<file path="config.mk">
export PLATFORM = sky130hd
export DESIGN_NAME = spi_master
export DESIGN_NICKNAME = d
export VERILOG_FILES = /design/src/rtl/spi_pkg.sv /design/src/rtl/spi_clk_div.sv /design/src/rtl/spi_master.sv
export SDC_FILE = /design/constraint.sdc
export NUM_CORES = 1
export LEC_CHECK = 0
export ABC_AREA = 1
export CORE_AREA = 2 2 47 53
export CTS_CLUSTER_SIZE = 16
export DETAILED_ROUTE_END_ITERATION = 16
export DIE_AREA = 0 0 49 55
export PLACE_DENSITY = 0.76
export SYNTH_ARGS = -nofsm -noshare
export SYNTH_HDL_FRONTEND = slang
export SYNTH_HIERARCHICAL = 1
export SYNTH_SLANG_ARGS = --single-unit
</file>
<file path="constraint.sdc">
create_clock -name clk -period 1.4 [get_ports clk]
set_input_delay 0.14 -clock clk [delete_from_list [all_inputs] [get_ports clk]]
set_output_delay 0.14 -clock clk [all_outputs]
set_load 0.05 [all_outputs]
</file>
<file path="src/rtl/spi_pkg.sv">
// Shared SPI definitions: FSM state encoding, word width and bit-counter width.
// Used by the master and the slave so both agree on the frame length.
package spi_pkg;

    localparam int SPI_WORD_W    = 8;
    localparam int SPI_BIT_CNT_W = 3;

    typedef enum logic [2:0] {
        ST_IDLE,
        ST_SETUP,
        ST_HIGH,
        ST_LOW,
        ST_GAP
    } spi_state_e;

endpackage

</file>
<file path="src/rtl/spi_clk_div.sv">
// Phase timer for the SPI master. Counts CLK_DIV clk cycles per bus phase and
// flags the final cycle with phase_end. The FSM drives reload on every state
// change (and while idle), so the count always starts at zero in a new phase.
module spi_clk_div #(
    parameter int CLK_DIV = 4
) (
    input  logic clk,
    input  logic rst,
    input  logic reload,
    output logic phase_end
);

    localparam int               CNT_W    = $clog2(CLK_DIV);
    localparam logic [CNT_W-1:0] CNT_LAST = CNT_W'(CLK_DIV - 1);

    logic [CNT_W-1:0] cnt_q;
    logic [CNT_W-1:0] cnt_d;

    // Next count: restart on reload, otherwise advance.
    always_comb begin
        cnt_d = reload ? '0 : cnt_q + 1'b1;
    end

    // Counter register.
    // NOTE: sequential state uses non-blocking assignments only, so every
    // register samples the pre-edge values of its inputs.
    always_ff @(posedge clk) begin
        if (rst) cnt_q <= '0;
        else     cnt_q <= cnt_d;
    end

    assign phase_end = (cnt_q == CNT_LAST);

endmodule

</file>
<file path="src/rtl/spi_master.sv">
// Single-byte, MSB-first, mode-0 SPI master with a programmable sclk divider.
// Optional build macro SPI_MASTER_RX_EN: when defined, miso is shifted into an
// RX register and published on rx_data at frame end; otherwise rx_data is 0.
module spi_master
    import spi_pkg::*;
#(
    parameter int CLK_DIV = 4
) (
    input  logic                  clk,
    input  logic                  rst,
    input  logic                  start,
    input  logic [SPI_WORD_W-1:0] tx_data,
    output logic                  busy,
    output logic                  done,
    output logic [SPI_WORD_W-1:0] rx_data,
    output logic                  ss,
    output logic                  sclk,
    output logic                  mosi,
    input  logic                  miso
);

    localparam logic [SPI_BIT_CNT_W-1:0] BIT_LAST = SPI_BIT_CNT_W'(SPI_WORD_W - 1);

    spi_state_e               state_q, state_d;
    logic [SPI_BIT_CNT_W-1:0] bit_cnt_q, bit_cnt_d;
    logic [SPI_WORD_W-1:0]    tx_q, tx_d;
    logic                     done_q, done_d;
    logic                     phase_end;
    logic                     reload;
    logic                     frame_end;

    // Hold the timer at zero while idle and restart it on every state change.
    assign reload    = (state_d != state_q) || (state_q == ST_IDLE);
    assign frame_end = (state_q == ST_LOW) && (state_d == ST_GAP);

    spi_clk_div #(.CLK_DIV(CLK_DIV)) u_clk_div (
        .clk       (clk),
        .rst       (rst),
        .reload    (reload),
        .phase_end (phase_end)
    );

    // State register.
    always_ff @(posedge clk) begin
        if (rst) state_q <= ST_IDLE;
        else     state_q <= state_d;
    end

    // Next-state logic: each bus phase lasts one divider period.
    // NOTE: every combinational output gets a default first so no latch is inferred.
    always_comb begin
        state_d = state_q;
        unique case (state_q)
            ST_IDLE:  if (start)     state_d = ST_SETUP;
            ST_SETUP: if (phase_end) state_d = ST_HIGH;
            ST_HIGH:  if (phase_end) state_d = ST_LOW;
            ST_LOW:   if (phase_end) state_d = (bit_cnt_q == BIT_LAST) ? ST_GAP : ST_HIGH;
            ST_GAP:   if (phase_end) state_d = ST_IDLE;
            default:                 state_d = ST_IDLE;
        endcase
    end

    // Bus outputs decoded from the current state.
    always_comb begin
        ss   = 1'b1;
        sclk = 1'b0;
        mosi = 1'b0;
        busy = 1'b1;
        unique case (state_q)
            ST_IDLE:  busy = 1'b0;
            ST_SETUP: begin ss = 1'b0; mosi = tx_q[SPI_WORD_W-1]; end
            ST_HIGH:  begin ss = 1'b0; sclk = 1'b1; mosi = tx_q[SPI_WORD_W-1]; end
            ST_LOW:   begin ss = 1'b0; mosi = tx_q[SPI_WORD_W-1]; end
            default:  ;
        endcase
    end

    // TX shift register, bit counter and done pulse.
    always_comb begin
        tx_d      = tx_q;
        bit_cnt_d = bit_cnt_q;
        done_d    = frame_end;
        if (state_q == ST_IDLE && start) begin
            tx_d      = tx_data;
            bit_cnt_d = '0;
        end
        // Shifting at the end of HIGH presents the next bit on entry to LOW.
        if (state_q == ST_HIGH && phase_end) tx_d = {tx_q[SPI_WORD_W-2:0], 1'b0};
        if (state_q == ST_LOW && phase_end && bit_cnt_q != BIT_LAST) bit_cnt_d = bit_cnt_q + 1'b1;
    end

    // Datapath registers.
    always_ff @(posedge clk) begin
        if (rst) begin
            tx_q      <= '0;
            bit_cnt_q <= '0;
            done_q    <= 1'b0;
        end else begin
            tx_q      <= tx_d;
            bit_cnt_q <= bit_cnt_d;
            done_q    <= done_d;
        end
    end

    assign done = done_q;

`ifdef SPI_MASTER_RX_EN
    logic [SPI_WORD_W-1:0] rx_q, rx_d;
    logic [SPI_WORD_W-1:0] rx_data_q, rx_data_d;

    // RX shift on the last HIGH cycle; publish the byte as the frame ends.
    always_comb begin
        rx_d      = rx_q;
        rx_data_d = rx_data_q;
        if (state_q == ST_HIGH && phase_end) rx_d = {rx_q[SPI_WORD_W-2:0], miso};
        if (frame_end) rx_data_d = rx_q;
    end

    // RX registers; rx_data is cleared by reset so a stale byte never survives.
    always_ff @(posedge clk) begin
        if (rst) begin
            rx_q      <= '0;
            rx_data_q <= '0;
        end else begin
            rx_q      <= rx_d;
            rx_data_q <= rx_data_d;
        end
    end

    assign rx_data = rx_data_q;
`else
    logic unused_miso;
    assign unused_miso = miso;
    assign rx_data     = '0;
`endif

endmodule

</file>
* Yosys cells after proc, flatten, opt, wreduce, memory -nomap -nowiden
Index checks and enable logic that the tools add are counted.
Storage, ports and cells: output and inout port bits 13, word-level logic and storage cells 44, input bits 12, bits in registers 17
Cells by class: muxes and demuxes 15, equality and inequality tests 9, reductions and logical operators 12, add/sub/neg operators 2
Operators by type and width (count):
- 2-to-1 mux 3 bit | 8
- 2-to-1 mux 8 bit | 2
- one-hot mux 3 bit (5 select lines) | 1
- == test 3 bit, second input constant | 3
- == test 3 x 2 -> 1 bit, second input constant | 2
- logical AND 1 bit | 5
- 2-to-1 mux 1 bit | 4
- nonzero test 2 bit | 2
- OR reduction 2 bit | 2
- adder 3 x 1 -> 3 bit, second input constant | 1
- == test 3 x 1 -> 1 bit, second input constant | 1
- logical NOT 3 bit | 1
- inequality test 3 bit | 1
- inequality test 3 bit, second input constant | 1
- OR reduction 3 bit | 1
- adder 2 x 1 -> 2 bit, second input constant | 1
- == test 2 bit, second input constant | 1
- logical OR 1 bit | 1

* Depth between registers and ports, before layout
depth after elaboration 7, mapped depth 11, mapped depth without buffers 11

* Modules after synthesis
Netlist, hierarchy kept.
Modules (own cells, without submodules):
- spi_master | area an instance 927.1 um2, cells an instance 131, times used 1
- spi_clk_div | area an instance 75.1 um2, cells an instance 9, times used 1

* Least setup slack after synthesis
Ideal clock, no wire load.
path type register to output, from register state_q[0], to output mosi, cell stages (with the launch flop) 5, path buffers 0, required time 1.260 ns, path slack -0.493 ns, arrival 1.753 ns, cell sequence dfxtp_1 inv_4 nor3_1 nor2_1 nor2_1
On the way: cells in the longest elaborated chain, start to end 3, elaborated cells between the ends (all ways) 5, those cells by class eq/ne (3); mux (1); reduce/logical (1)
RTL lines:
- start: declaration | line spi_master.sv:24 | spi_state_e state_q, state_d;
- start signal: assignment | line spi_master.sv:46 | else state_q <= state_d;
- == test 3 x 2 -> 1 bit or == test 3 x 1 -> 1 bit (tied branches) | line spi_master.sv:69 | unique case (state_q)
- OR reduction 3 bit (no line) (*)
- 2-to-1 mux 1 bit (*) | line spi_master.sv:69
- end: declaration | line spi_master.sv:18 | output logic mosi,
Every way passes the cells marked *; elsewhere a longest branch is shown, timed or not.

* Final worst setup path
from register state_q[2], to output mosi
Same word-level chain as after synthesis.

==> impl_metrics.yaml <==
run_status:
  status: "completed"
logic_synthesis:
  synth_flop_cell: "dfxtp_1"
  synthSimpleGateAreaFrac: 0.433
  async_reset_ff_frac: 0
  syn_area_um2: 1000
  synth_top_family_by_area: "simple AND/OR/NAND/NOR gates"
  yosys.area.top_type_share: 0.340
  yosys-top-cells-area: "dfxtp_1 34%, nand2_1 12%, nor2_1 7.5%"
  synth_fa_ha_area_frac: 0.0375
  yosysUniqueCellTypes: 23
  synth_area_per_cell_um2: 7.16
  ys_seq_area_frac: 0.340
  synth_common_cells: "33 x nand2_1, 20 x nor2_1, 17 x dfxtp_1"
  ys_seq_elements: 17
  synthMuxAreaShare: 0
  synth_most_common_cell: "nand2_1"
  synth_edf_count: 0
  postSynthCellCount: 140
  synth_compound_area_frac: 0.0449
  yosys_warnings: 6
  yosysTopAreaCell: "dfxtp_1"
  synth_xor_area_frac: 0
critical_path:
  critical_path.startpoint: "state_q[2]"
  regToRegEndpoint: "u_clk_div/cnt_q[1]"
  crit-reg2reg-launch: "bit_cnt_q[0]"
  worstPathArrival_ns: 1.21
  critPathCaptureType: "output pin"
  r2r_setup_slack_ns: 0.08
  path_class: "register to output pin"
  path_max_fanout: 5
  cp.required_ns: 1.26
  startpoint_type: "register"
  endpoint: "mosi"
  rr_worst_depth: 11
detailed_routing:
  initialDrtViolationCount: 24
  via_per_inst: 4.77
  ant_nets: 0
  wirelength_um: 2170
  dr_total_vias: 934
  drc_errors: 0
  dr.pass1.iters: 4
  wl_per_cell_um: 11.0
timing:
  clock_skew_ns: 0.00478
  setup_tns_ns: 0
  final_max_slew_viol_count: 0
  finalHoldViolCount: 0
  min_period_ns: 1.35
  fmax_ghz: 0.739
  rsz0062_at_grt: "true"
  post-route-period-util: 0.966
  setup_viol: 0
floorplan:
  core_um2: 2180
  initial_utilization: 0.459
  die_h_um: 55
  die-area_um2: 2700
  rows: 18
  ios: 25
  die_w_um: 49
placement:
  port_buffers: 15
  dp.final_hpwl_um: 1520
  dp.cells: 188
  globalplace.congestion: 0.824
clock_tree:
  ctsRootBufferMaster: "clkbuf_4"
  clkSlewWorstSetupHoldPaths_ns: 0.10
  cts_hold_buffers: 0
  clock_path_buffers: 2
  cts_tree: "yes"
  clock_latency_ns: 0.29
  numCtsBuffers: 3
  htreeDepth: 1
  clock_sinks: 17
job:
  drv_cap: 0
grt:
  grt_pass1_wl_um: 3730
  grt_start_max_net_pins: 13
  antenna_found_initial: 0
  grt_pass1_vias: 861
  global_route.usage.total: 0.177
  grt_overflow_total: 0
cells_and_area:
  layout.cells.non_filler: 196
  diodes: 0
  nFillCells: 210
  multi_input_area_um2: 601
  drive_gt1_frac: 0.265
  regArea_um2: 354
  syn_to_final_growth_pct: 34.6
  fin_nets: 182
power_and_ir_drop:
  p_per_area_nw_per_um2: 777
  peakVddDrop_mv: 0.555
  p_leak_nw: 0.605
worst_hold_path:
  worstHoldPathType: "input pin to register"
  hold_path.startpoint: "tx_data[1]"
report_power, final:
part / switching, mW / internal, mW / leakage (nW)
Combinational: 0.166 / 0.104 / 0.448
Clock: 0.150 / 0.111 / 0.0150
Sequential: 0.0142 / 0.503 / 0.142
Total: 0.330 / 0.718 / 0.605
critical path: stages, from the launching register on:
cell	delay [ns]
dfxtp_4	0.39
nor3_4	0.24
nor2_4	0.06
nor2_4	0.10
buf_12	0.14
layer usage:
layer  vias up  share of wire  global-route usage
met5         -              0                   0
li1        489              -                   -
met3         4          0.025              0.0242
met1       424           0.45               0.204
met2        17           0.52               0.340
met4         0          0.012              0.0714
final cells by class:
| type | count | share of cell area |
|---|---|---|
| tap | 30 | 0.0278 |
| sequential | 17 | 0.263 |
| timing repair buffer | 26 | 0.203 |
| clock buffer | 4 | 0.0195 |
| multi-input combinational | 106 | 0.445 |
| inverter | 13 | 0.0417 |
kinds of logic after synthesis:
family / count (synthesis)
buf+inv: 24
other cells: 1
fa+ha+maj: 3
compound gates: 9
simple gates: 86
flops: 17
per-stage QoR:
stage | power (mW) | setup slack [ns] | utilization | cell area, um2 | hold slack (ns)
CTS | 1.05 | -0.0104 | 0.601 | 1310 | 0.438
detailed placement | 0.785 | -0.0137 | 0.569 | 1240 | 0.421
global route | 1.11 | -0.0159 | 0.617 | 1350 | 0.435
global placement | 0.779 | 0.0390 | 0.569 | 1240 | 0.405
finish | 1.05 | 0.0469 | 0.617 | 1350 | 0.437
floorplan | 0.723 | -0.0118 | - | 1060 | 0.209
sequential cells by signal, summed over array words and instances (netlist names):
signal and count:
bit_cnt_q 3, done 1, state_q 3, tx_q 8, u_clk_div/cnt_q 2
worst min-delay path by stage:
stage | slack [ns] | end | cells after the start
after floorplan | 0.21 | bit_cnt_q[0] | 1
after global placement | 0.41 | u_clk_div/cnt_q[0] | 1
after detailed placement | 0.42 | u_clk_div/cnt_q[0] | 1
after CTS | 0.44 | tx_q[1] | 3
after global routing | 0.44 | tx_q[0] | 3
final | 0.44 | tx_q[1] | 3
repair_timing:
item,in CTS,in global routing
endpoints found under the setup margin,6,14
gates resized for setup,8,10
setup buffers,3,1
pin swaps,3,3
cells in the final DEF, fill, tap and decap left out, types with 2 or more instances in the layout:
cell type	n
a21oi_1	5
buf_12	4
buf_4	11
clkbuf_4	3
clkdlybuf4s50_1	10
conb_1	8
dfxtp_1	12
dfxtp_2	2
dfxtp_4	3
inv_1	8
inv_2	2
nand2_1	32
nand2_2	2
nand3_1	10
nand3b_1	7
nand4_1	7
nor2_1	16
nor2_2	3
nor2_4	6
o21ai_0	2
o21ai_1	2
Power figures use the tool's default switching activity.
